File: src/rtl/imem_loader.sv
// Boot loader: packs a little-endian byte stream into 32-bit words and writes them
// to instruction memory from address 0, then releases the CPU via start_o.
module imem_loader #(
  parameter int DEPTH_WORDS = 256,
  parameter int CNT_W       = 9
) (
  input  logic             clk_i,
  input  logic             rst_i,
  input  logic             load_i,
  input  logic [7:0]       byte_i,
  input  logic             byte_valid_i,
  input  logic             byte_last_i,
  output logic             byte_ready_o,
  output logic             mem_we_o,
  output logic [31:0]      mem_addr_o,
  output logic [31:0]      mem_data_o,
  output logic             start_o,
  output logic             busy_o,
  output logic             overflow_o,
  output logic [CNT_W-1:0] word_count_o
);

  typedef enum logic [1:0] {IDLE, RECV, WRITE, DONE} state_t;

  localparam logic [CNT_W-1:0] DEPTH_C = CNT_W'(DEPTH_WORDS);

  state_t           state_reg, state_next;
  logic [1:0]       lane_reg, lane_next;
  logic [31:0]      asm_reg, asm_next;
  logic             last_reg, last_next;
  logic [CNT_W-1:0] count_reg, count_next;
  logic             ovf_reg, ovf_next;
  logic [31:0]      addr_reg, addr_next;
  logic [31:0]      data_reg, data_next;
  logic [31:0]      filled;
  logic             room;

  // Assembly word with the incoming byte dropped into the current lane.
  genvar gi;
  generate
    for (gi = 0; gi < 4; gi++) begin : g_lane
      assign filled[8*gi +: 8] = (lane_reg == 2'(gi)) ? byte_i : asm_reg[8*gi +: 8];
    end
  endgenerate

  assign room = (count_reg < DEPTH_C);

  always_ff @(posedge clk_i or posedge rst_i) begin
    if (rst_i) begin
      state_reg <= IDLE;
      lane_reg  <= 2'd0;
      asm_reg   <= 32'd0;
      last_reg  <= 1'b0;
      count_reg <= '0;
      ovf_reg   <= 1'b0;
      addr_reg  <= 32'd0;
      data_reg  <= 32'd0;
    end else begin
      state_reg <= state_next;
      lane_reg  <= lane_next;
      asm_reg   <= asm_next;
      last_reg  <= last_next;
      count_reg <= count_next;
      ovf_reg   <= ovf_next;
      addr_reg  <= addr_next;
      data_reg  <= data_next;
    end
  end

  always_comb begin
    state_next = state_reg;
    lane_next  = lane_reg;
    asm_next   = asm_reg;
    last_next  = last_reg;
    count_next = count_reg;
    ovf_next   = ovf_reg;
    addr_next  = addr_reg;
    data_next  = data_reg;
    case (state_reg)
      IDLE, DONE: begin
        if (load_i) begin
          state_next = RECV;
          lane_next  = 2'd0;
          asm_next   = 32'd0;
          last_next  = 1'b0;
          count_next = '0;
          ovf_next   = 1'b0;
        end
      end
      RECV: begin
        if (byte_valid_i) begin
          asm_next = filled;
          if (lane_reg == 2'd3 || byte_last_i) begin
            state_next = WRITE;
            last_next  = byte_last_i;
            // Address/data only move when a write will actually happen.
            if (room) begin
              addr_next = 32'({count_reg, 2'b00});
              data_next = filled;
            end
          end else begin
            lane_next = lane_reg + 2'd1;
          end
        end
      end
      WRITE: begin
        if (room) count_next = count_reg + CNT_W'(1);
        else      ovf_next   = 1'b1;
        lane_next  = 2'd0;
        asm_next   = 32'd0;
        state_next = last_reg ? DONE : RECV;
      end
      default: state_next = IDLE;
    endcase
  end

  assign byte_ready_o = (state_reg == RECV);
  assign busy_o       = (state_reg == RECV) || (state_reg == WRITE);
  assign mem_we_o     = (state_reg == WRITE) && room;
  assign start_o      = (state_reg == DONE) && !ovf_reg;
  assign mem_addr_o   = addr_reg;
  assign mem_data_o   = data_reg;
  assign overflow_o   = ovf_reg;
  assign word_count_o = count_reg;

endmodule

File: config.mk
export PLATFORM = sky130hd
export DESIGN_NAME = imem_loader
export DESIGN_NICKNAME = d
export VERILOG_FILES = /design/src/rtl/imem_loader.sv
export SDC_FILE = /design/constraint.sdc
export NUM_CORES = 1
export LEC_CHECK = 0
export CAP_MARGIN = 5
export CORE_AREA = 8 8 86 108
export DETAILED_ROUTE_END_ITERATION = 16
export DIE_AREA = 0 0 94 116
export DONT_BUFFER_PORTS = 1
export HOLD_SLACK_MARGIN = 0.15
export PLACE_DENSITY = 0.67
export SLEW_MARGIN = 20
export SYNTH_ARGS = -nofsm -noshare
export SYNTH_HDL_FRONTEND = slang
export SYNTH_SLANG_ARGS = --single-unit
File: constraint.sdc
create_clock -name clk_i -period 2.8 [get_ports clk_i]
set_input_delay 0.28 -clock clk_i [delete_from_list [all_inputs] [get_ports clk_i]]
set_output_delay 0.28 -clock clk_i [all_outputs]
set_load 0.01 [all_outputs]
==> results.yml <==
worst_setup_path:
  crit_path_max_fanout: 9
  path_depth: 6
  cp.arrival_ps: 2340
  worstPathRequired_ps: 3020
  crit_family: "multiplexers"
  cp-start-kind: "flip-flop"
  rr_endpoint: "word_count_o[6]"
  crit_path_end: "word_count_o[6]"
  r2r_start: "state_reg[0]"
  r2r_cells: 6
  cp_slowest_cell: "mux2i_1"
  crit_type: "flip-flop to flip-flop"
  crit_chain: "inv_1 > ha_1 > mux2i_1 > nor4_1 > xnor2_1 > nor2_1"
  cp-end-kind: "flip-flop"
  crit_start: "state_reg[0]"
  cpPeakStageDelay_ps: 650
  rrSetupSlack_ps: 680
  crit_buf_inv: 1
floorplanning:
  die_y_um: 116
  start_util: 0.537
  rows: 36
  die-area_mm2: 0.0109
  core_mm2: 0.00757
  die_w_um: 94
  ioPinCount: 91
timing:
  clock.fmax_ghz: 0.472
  finalCriticalPeriod_ps: 2120
  drv_slew: 0
  hold_viol_final: 0
  worst_slack_ps: 681
  setup_viol: 0
  tightest_slew_ps: 707
  slew_headroom: 0.515
  layout_worst_path_cycle_share: 0.757
  finalSetupTns_ps: 0
  rsz0062_at_grt: "no"
  skew_ps: 13.2
global_routing:
  grt_pass1_wl_mm: 14.2
  track_usage: 0.170
  grt_pass1_vias: 2562
  grt_overflow: 0
  antenna_found_initial: 0
  grt_max_degree: 43
drt:
  drt-initial-drc-count: 200
  ant_nets: 0
  num_vias: 2630
  wl_mm: 8.95
  route.detailed.drc: 0
  drt_first_pass_iters: 4
  wire_per_inst_um: 19.2
  routed_via_density: 5.66
final_layout:
  multi_input_area_mm2: 0.00162
  final_nets: 387
  num_antenna_cells: 0
  seq_area_mm2: 0.00220
  layoutNonFillerInstCount: 465
  area_growth_pct: 6.47
  final_common_cell: "dfrtp_1"
  layout_common_cells: "dfrtp_1 (88), nor2_1 (43), a21oi_1 (39)"
  drive_gt1_frac: 0.0865
  nFillCells: 626
place:
  dpl.hpwl_mm: 6.09
  gp_congestion: 0.772
  io_buffer_count: 0
  placed_cells: 438
  pre_cts_ws_ps: 720
yosys:
  synthesis.instances: 364
  synth.avg_cell_area_um2: 11.2
  syn_area_mm2: 0.00406
  yosysSeqAreaShare: 0.542
  synth_seq_cells: 88
  yosysWarnings: 0
  synth.distinct_cells: 37
power:
  leakagePower_uw: 0.00201
  design_power_total_uw: 4340
  peakVddDrop_mv: 0.484
  p_per_area_mw_per_mm2: 1000
cts:
  clockBufferDepth: 2
  htreeDepth: 3
  cts_root_buffer: "clkbuf_8"
  cts_buffers: 9
  clock_latency_ps: 360
  clk_pin_slew_worst_paths_ps: 90
  clkSinkCount: 88
  cts_tree: "yes"
flow_run:
  drv_cap: 0
hold_path:
  min_path_type: "input pin to flip-flop"
outcome:
  status: "completed"
## cell families after synthesis
kind of cell,Yosys count,synth area share
fa+ha+maj,9,0.0277
simple gates,73,0.0869
buf+inv,58,0.0801
flops,88,0.542
xor+xnor,6,0.0129
compound gates,87,0.143
other cells,1,0.000923
mux,42,0.106
## where the power goes
part	internal, uW	leakage, uW	total (uW)	switching [uW]
logic	548	0.000780	1340	791
registers	1700	0.00114	2130	436
clock network	412	0.0000952	863	451
## worst reg2reg max path: cells and delay by family (launching register included)
| family | cells | cell delay, ps |
|---|---|---|
| multiplexers | 1 | 650 |
| flip-flops | 1 | 440 |
| XOR/XNOR | 1 | 180 |
| AND/OR/NAND/NOR | 2 | 220 |
| buffers and inverters | 1 | 70 |
| adder cells (fa/ha/maj) | 1 | 420 |
## metal layers
metal  wire [um]  GRT usage  part of all wire
met1        3830      0.217              0.43
met2        4330      0.263              0.48
met3         681     0.0486             0.076
met4         104     0.0700             0.012
met5           0          0                 0
## final cells by class
cell class,count,share of cell area
clock buffer,9,0.0286
clock inverter,7,0.0168
inverter,9,0.00810
multi-input combinational,240,0.374
sequential,88,0.509
tap,95,0.0275
timing repair buffer,17,0.0359
## stage by stage
stage / util / cell area (um2) / hold WS (ps)
after detailed placement: 0.531 / 4020 / 256
final: 0.571 / 4320 / 168
after global routing: 0.571 / 4320 / 161
after global placement: 0.531 / 4020 / 242
after floorplan: - / 4140 / 450
after CTS: 0.571 / 4320 / 151
## how the worst min path moves through the flow
stage	startpoint	endpoint	slack [ps]	cells past startpoint
6_report	byte_i[5]	mem_data_o[5]	170	2
5_1_grt	byte_i[0]	mem_data_o[16]	160	2
4_1_cts	byte_i[0]	mem_data_o[16]	150	2
3_5_place_dp	rst_i	mem_addr_o[10]	260	1
3_3_place_gp	rst_i	mem_data_o[28]	240	1
2_1_floorplan	byte_last_i	last_reg	450	1
## cells in the mapped netlist, drive strengths merged
master / n / share of area
a21o: 2 / 0.0037
dfrtp: 88 / 0.54
a21boi: 1 / 0.0018
o21ai: 7 / 0.0086
ha: 9 / 0.028
nand2: 5 / 0.0046
inv: 9 / 0.0083
nand3: 3 / 0.0037
nor3: 3 / 0.0037
a22o: 34 / 0.073
nor2b: 4 / 0.0062
a41o: 1 / 0.0025
and3: 5 / 0.0077
or2: 1 / 0.0015
a21oi: 39 / 0.048
a31oi: 1 / 0.0015
nand2b: 1 / 0.0015
o22ai: 1 / 0.0015
and4: 1 / 0.0022
mux2i: 34 / 0.084
nor3b: 1 / 0.0018
conb: 1 / 0.00092
nor4: 3 / 0.0083
nor4b: 2 / 0.0043
o32ai: 1 / 0.0022
nor2: 43 / 0.040
clkbuf: 6 / 0.0055
buf: 43 / 0.066
mux2: 8 / 0.022
xnor2: 6 / 0.013
and2: 1 / 0.0015
## timing repair
item / in CTS / in global routing
hold buffers: 11 / 0
resized for setup: 0 / 0
setup buffers: 0 / 0
hold endpoints to repair: 88 / 0
Note: power is estimated with default switching activity, not from simulation.
